## config.mk

```make
export PLATFORM = sky130hd
export DESIGN_NAME = gated_past_buffer
export DESIGN_NICKNAME = d
export VERILOG_FILES = /design/src/rtl/gated_past_buffer.sv
export SDC_FILE = /design/constraint.sdc
export NUM_CORES = 1
export LEC_CHECK = 0
export ABC_CLOCK_PERIOD_IN_PS = 3100
export BUFFER_PORTS_ARGS = -buffer_cell sky130_fd_sc_hd__buf_2
export CAP_MARGIN = 20
export CELL_PAD_IN_SITES_DETAIL_PLACEMENT = 1
export CELL_PAD_IN_SITES_GLOBAL_PLACEMENT = 2
export CORE_MARGIN = 4
export CORE_UTILIZATION = 39
export CTS_CLUSTER_DIAMETER = 50
export DETAILED_ROUTE_END_ITERATION = 6
export PLACE_DENSITY = 0.87
export SLEW_MARGIN = 20
export SYNTH_ARGS = -nofsm -noshare
export SYNTH_HDL_FRONTEND = slang
export SYNTH_SLANG_ARGS = --single-unit
```

## constraint.sdc

```tcl
create_clock -name clk -period 3.1 [get_ports clk]
set_input_delay 0.155 -clock clk [delete_from_list [all_inputs] [get_ports clk]]
set_output_delay 0.155 -clock clk [all_outputs]
set_load 0.02 [all_outputs]
```

## src/rtl/gated_past_buffer.sv

```systemverilog
// ============================================================================
// Module   : gated_past_buffer
// Purpose  : Circular history buffer with gated capture; hardware $past(din,tap,gate_en).
//            Optional flush port enabled by GATED_PAST_BUFFER_FLUSH_EN.
// Revision : 1.0  initial release
// ============================================================================
`default_nettype none

module gated_past_buffer #(
  parameter int               WIDTH    = 4,
  parameter int               DEPTH    = 8,
  parameter logic [WIDTH-1:0] INIT_VAL = '0
) (
  input  logic                         clk,
  input  logic                         rst_n,
`ifdef GATED_PAST_BUFFER_FLUSH_EN
  input  logic                         flush,
`endif
  input  logic                         gate_en,
  input  logic [WIDTH-1:0]             din,
  input  logic [$clog2(DEPTH+1)-1:0]   tap,
  output logic [WIDTH-1:0]             past_data,
  output logic                         past_valid,
  output logic                         tap_err,
  output logic                         din_stable,
  output logic [$clog2(DEPTH+1)-1:0]   fill_cnt,
  output logic [15:0]                  sample_cnt
);

  localparam int TW = $clog2(DEPTH+1);
  localparam int PW = $clog2(DEPTH);
  localparam logic [PW-1:0] c_LAST_PTR = PW'(DEPTH-1);
  localparam logic [PW-1:0] c_DEPTH_P  = PW'(DEPTH);
  localparam logic [TW-1:0] c_DEPTH_T  = TW'(DEPTH);

  logic [PW-1:0]    wr_ptr_q, wr_ptr_d;
  logic [TW-1:0]    fill_q, fill_d;
  logic [15:0]      cnt_q, cnt_d;
  logic [WIDTH-1:0] mem_q [DEPTH];

  logic             w_flush;
  logic             w_store;
  logic [PW-1:0]    w_tap_p;
  logic [PW-1:0]    w_rd_ptr;

`ifdef GATED_PAST_BUFFER_FLUSH_EN
  assign w_flush = flush;
`else
  assign w_flush = 1'b0;
`endif

  assign w_store = gate_en && !w_flush;

  always_comb begin
    wr_ptr_d = wr_ptr_q;
    fill_d   = fill_q;
    cnt_d    = cnt_q;
    if (w_flush) begin
      wr_ptr_d = '0;
      fill_d   = '0;
    end else if (gate_en) begin
      wr_ptr_d = (wr_ptr_q == c_LAST_PTR) ? '0 : wr_ptr_q + PW'(1);
      if (fill_q != c_DEPTH_T) fill_d = fill_q + TW'(1);
      if (cnt_q != 16'hFFFF)   cnt_d  = cnt_q + 16'd1;
    end
  end

  always_ff @(posedge clk or negedge rst_n) begin
    if (!rst_n) begin
      wr_ptr_q <= '0;
      fill_q   <= '0;
      cnt_q    <= '0;
    end else begin
      wr_ptr_q <= wr_ptr_d;
      fill_q   <= fill_d;
      cnt_q    <= cnt_d;
    end
  end

  // Storage is intentionally unreset; the fill count masks stale entries.
  always_ff @(posedge clk) begin
    if (w_store) mem_q[wr_ptr_q] <= din;
  end

  // Modular subtraction in pointer width: exact whenever tap is legal, since
  // tap==DEPTH aliases to zero for power-of-two depths and to DEPTH otherwise.
  assign w_tap_p  = tap[PW-1:0];
  assign w_rd_ptr = (wr_ptr_q >= w_tap_p) ? (wr_ptr_q - w_tap_p)
                                          : (wr_ptr_q + c_DEPTH_P - w_tap_p);

  assign tap_err    = (tap == '0) || (tap > c_DEPTH_T);
  assign past_valid = !tap_err && (fill_q >= tap);
  assign past_data  = past_valid ? mem_q[w_rd_ptr] : INIT_VAL;
  assign din_stable = past_valid && (din == past_data);
  assign fill_cnt   = fill_q;
  assign sample_cnt = cnt_q;

endmodule

`default_nettype wire

```

==> Word-level counts from Yosys, hierarchy flattened <==
Memories as Yosys holds them, arrays and structs flattened.
Index checks and enable logic that the tools add are counted.
W data, S select, Z words.
{ "totals": {"ff_bits": 23, "ramBits": 32, "in_bits": 11, "output_inout_bits": 27, "word_cells": 25, "n_memories": 1} }
{ "memory_table": {"columns": ["memory", "depth", "word_bits", "read_ports", "rd_clocked_by_memory_dff", "write_ports", "line", "source"], "rows": [
  ["mem_q", 8, 4, 1, 0, 1, "39", "logic [WIDTH-1:0] mem_q [DEPTH];"]
]} }
{ "classes": {"n_addsub": 4, "n_lt_le_gt_ge": 2, "n_eq_ne": 4, "n_mux": 4, "reduce_logical": 7} }
{ "op_table": {"columns": ["operator", "count"], "rows": [
  ["$add A16 B1 Y16 const B", 1],
  ["$ne A16 B16 Y1 const B", 1],
  ["$add A4 B1 Y4 const B", 1],
  ["$eq A4 B4 Y1", 1],
  ["$ge A4 B4 Y1", 1],
  ["$gt A4 B4 Y1 const B", 1],
  ["$logic_not A4 Y1", 1],
  ["$mux W4", 1],
  ["$ne A4 B4 Y1 const B", 1],
  ["$reduce_and A2 Y1", 2],
  ["$add A3 B1 Y3 const B", 1],
  ["$eq A3 B3 Y1 const B", 1],
  ["$mux W3", 1],
  ["$sub A3 B3 Y3", 1],
  ["$logic_and A1 B1 Y1", 2],
  ["$mux W1", 2],
  ["$logic_not A1 Y1", 1],
  ["$logic_or A1 B1 Y1", 1]
]} }

==> Logic depth before layout (Yosys ltp) <==
{ "depth": {"ltp_word": 7, "depth_mapped": 10, "depth_no_buf": 10} }

==> Worst setup path after synthesis <==
Ideal clock, no wire load.
{ "synth_path": {"path_kind": "flip-flop to output port", "startpoint": "register wr_ptr_q[0]", "endpoint": "output port din_stable", "arrival_time_ns": 2.678, "setup_slack_ns": 0.267, "stages_incl_launch_ff": 11, "cell_sequence": "dfrtp_1 inv_1 ha_1 inv_1 fa_1 buf_1 mux4_1 mux2_2 and3_1 xnor2_1 and4_1"} }
{ "synth_via": {"elab_chain_len": 5} }
{ "synth_rtl": {"columns": ["item", "line", "source"], "rows": [
  ["from (decl)", "36", "logic [PW-1:0] wr_ptr_q, wr_ptr_d;"],
  ["from (signal assigned)", "74", "wr_ptr_q <= wr_ptr_d;"],
  ["$sub A3 B3 Y3", "88, 89", null],
  ["$mem_v2 Z8 W4", null, null],
  ["$mux W4", "93", "assign past_data = past_valid ? mem_q[w_rd_ptr] : INIT_VAL;"],
  ["named net past_data[0]", "22", "output logic [WIDTH-1:0] past_data,"],
  ["$eq A4 B4 Y1", "94", "assign din_stable = past_valid && (din == past_data);"],
  ["$logic_and A1 B1 Y1", "94", null],
  ["to (decl)", "25", "output logic din_stable,"]
]} }
The timed path passes the listed nets, and every way through them passes these cells.

==> Worst setup path after layout <==
{ "layout_path": {"startpoint": "register wr_ptr_q[0]", "endpoint": "output port din_stable"} }
{ "layout_via": {"elab_chain_len": 5} }
{ "layout_rtl": {"columns": ["item", "line"], "rows": [
  ["$sub A3 B3 Y3", "88, 89"],
  ["$mem_v2 Z8 W4", null],
  ["$mux W4", "93"],
  ["$eq A4 B4 Y1", "94"],
  ["$logic_and A1 B1 Y1", "94"]
]} }
Every way passes these cells.

==> run_results.csv <==
group,metric,value,unit
critical_path,path_common_cell,"inv_2",
critical_path,critPathLaunchType,"register",
routing,dr.pass1.iters,4,
clock_network,clkLatencyLatePin,310,ps
critical_path,path_max_fanout,8,
sta,period_share,96.1,%
critical_path,crit_required,2940,ps
synthesis,syn_nets,209,
routing,drtIter0Drc,111,
routing,wl_per_cell,15.4,um
critical_path,crit_start,"wr_ptr_q[0]",
synthesis,synth.area.top_cells,"edfxtp_1 37%, dfrtp_1 22%, mux4_1 6.1%",
cells_and_area,finalNonFillerCells,313,
critical_path,critPathSlowestCell,"fa_2",
critical_path,crit_chain,"inv_2, ha_4, inv_2, fa_2, mux4_2, mux2_4, and3_4, xnor2_2, and4_1, buf_6",
critical_path,timing.rr.start,"sample_cnt[0]",
critical_path,cp.arrival,2820,ps
synthesis,yosys.area.top_type,"edfxtp_1",
floorplan,ios,38,
pwr,p_int,1.63,mW
pwr,pwr-share-comb,41.3,%
sta,fmax,336,MHz
critical_path,cpPeakStageDelay,620,ps
cells_and_area,area_growth,18.1,%
place,place.port_buffers,37,
pwr,power_frac_clock,16.6,%
min_path,min_from,"din[0]",
sta,fin_crit,2980,ps
clock_network,cts_buffers,5,
synthesis,ys_warn_count,0,
clock_network,htree_levels,2,
synthesis,synth-seq-area-share,59.5,%
global_routing,antenna_found_initial,0,
routing,vias,1579,
global_routing,grt.total_usage,13.2,%
clock_network,cts_tree,"yes",
synthesis,synth_top_cell_area_share,37.2,%
pwr,finalPower,2.52,mW
synthesis,synth_flop_cell,"edfxtp_1",
run,max_cap_viol_count,0,
synthesis,synth-edff-count,32,
cells_and_area,final-seq-area,0.00154,mm^2
cells_and_area,num_antenna_cells,0,
critical_path,r2r_cells,6,
cells_and_area,drive_above_1_share,29.2,%
min_path,hp-class,"primary input to register",
critical_path,worstSetupEndpoint,"din_stable",
synthesis,synthArstFlopShare,41.8,%
place,dp.cells,298,
pwr,p_sw,896,uW
place,detailed_place.area,0.00284,mm^2
sta,hold_viol,0,
global_routing,grt_overflow,0,
routing,via_per_inst,5.04,
place,hpwl,3680,um
clock_network,clkTransAtPathRegs,110,ps
synthesis,netlist_instances,187,
cells_and_area,design_area,0.00305,mm^2
floorplan,die-width,89.4,um
floorplan,die_area,0.00798,mm^2
place,globalplace.congestion,0.823,
routing,drc_errors,0,
synthesis,yosysMostFrequentCell,"edfxtp_1",
global_routing,grt_max_degree,24,
global_routing,grt_pass1_vias,1603,
cells_and_area,multiInputGateArea,0.00103,mm^2
critical_path,r2r_end,"sample_cnt[9]",
critical_path,r2r_slack,1200,ps
cells_and_area,fin_nets,257,
sta,tightest_slew,576,ps
floorplan,die_y,89.4,um
clock_network,cts.sinks,55,
sta,relSlewSlack,61.3,%
synthesis,netlist_area,0.00258,mm^2
sta,setup_viol,0,
pwr,p_leak,1.31,nW
pwr,power.share.switching,35.5,%
synthesis,synth_cell_types,31,
pwr,powerDensity,827,mW/mm^2
cells_and_area,final.fill_count,664,
global_routing,grt_pass1_wl,7930,um
routing,wl,4830,um
synthesis,avgSynthCellArea,13.8,um^2
floorplan,initial_core_util,40.4,%
routing,ant_nets,0,
critical_path,criticalPathCategory,"register to primary output",
critical_path,end_kind,"primary output",
synthesis,yosys-top-cells-count,"32 x edfxtp_1, 23 x dfrtp_1, 19 x nand2_1, 16 x xnor2_1, 15 x nor2_1",
outcome,status,"complete, no violations",
clock_network,clockBufferDepth,2,
pwr,max-vdd-ir-drop,0.481,mV
pwr,p_seq_share,42.0,%
synthesis,yosys_register_bits,55,
floorplan,core_area,0.00639,mm^2
sta,report.final.slew_viol_count,0,
floorplan,rows,29,
clock_network,cts_root_buf,"clkbuf_8",
sta,setup_tns,0,ps
sta,clock_skew,7.99,ps
-- cells by family after synthesis --
family	share of synthesized area [%]
flops	59.5
simple gates	11.5
fa+ha+maj	5.62
buf+inv	2.04
compound gates	2.33
mux	10.9
xor+xnor	8.09
-- power groups by stage --
stage | logic [mW] | clock network [mW] | registers, mW
floorplan | 0.610 | 0 | 1.12
global placement | 0.882 | 0 | 1.07
detailed placement | 0.905 | 0 | 1.08
CTS | 0.940 | 0.434 | 1.06
global route | 1.16 | 0.468 | 1.09
finish | 1.04 | 0.420 | 1.06
-- worst max-delay path, delay by kind of cell, from the launching register on --
family,cells,cell delay (ps)
adders and majority gates,2,750
muxes,2,580
DFF,1,420
and+or+nand+nor,2,390
buffers and inverters,3,260
xor gates and xnor gates,1,120
-- flip-flops by register name (all words and copies together) (netlist names) --
| register | cells |
|---|---|
| fill_cnt | 4 |
| sample_cnt | 16 |
| mem_q | 32 |
| wr_ptr_q | 3 |
-- how the worst min path moves through the flow --
stage | endpoint | slack [ps] | depth (start not counted)
6_report | mem_q[5][0] | 180 | 1
5_1_grt | mem_q[6][1] | 170 | 1
4_1_cts | mem_q[5][2] | 150 | 1
3_5_place_dp | fill_cnt[2] | 160 | 1
3_3_place_gp | fill_cnt[3] | 160 | 1
2_1_floorplan | fill_cnt[0] | -140 | 0
-- cell usage in the layout, fill, tap and decap left out, drive strengths merged, types with 6 or more instances in the layout --
master and instances:
ha 10, xor2 6, nand4 6, edfxtp 32
dfrtp 23, nor2 15, buf 43, mux4 8
xnor2 17, nand2 19, mux2 6, inv 11
-- area by class of cell --
type | count | share of cell area [%]
clock buffer | 5 | 2.26
timing repair buffer | 44 | 8.08
multi-input combinational | 120 | 33.9
clock inverter | 3 | 1.03
inverter | 9 | 1.11
sequential | 55 | 50.4
tap | 77 | 3.16
-- routing by layer --
metal / up-vias / wire (um) / track usage (%)
met5: - / 0 / 0
met4: 0 / 80 / 4.87
met3: 7 / 163 / 2.76
met2: 31 / 2310 / 21.0
met1: 770 / 2270 / 18.0
li1: 771 / - / -
-- stage by stage --
stage | utilization (%) | worst slack (ps) | hold slack (ps)
floorplan | - | 267 | -141
detailed placement | 44.5 | 273 | 162
finish | 47.7 | 120 | 175
global placement | 44.5 | 319 | 164
global route | 47.7 | -18.9 | 170
CTS | 46.6 | 6.33 | 149
-- timing repair --
item / in CTS / in global routing
pin swaps: 1 / 4
hold buffers: 1 / 0
buffers inserted: 2 / 4
resized for setup: 2 / 14
hold endpoints to repair: 23 / 0
setup endpoints to repair: 1 / 1
No activity file was read; power rests on OpenSTA's default activity.
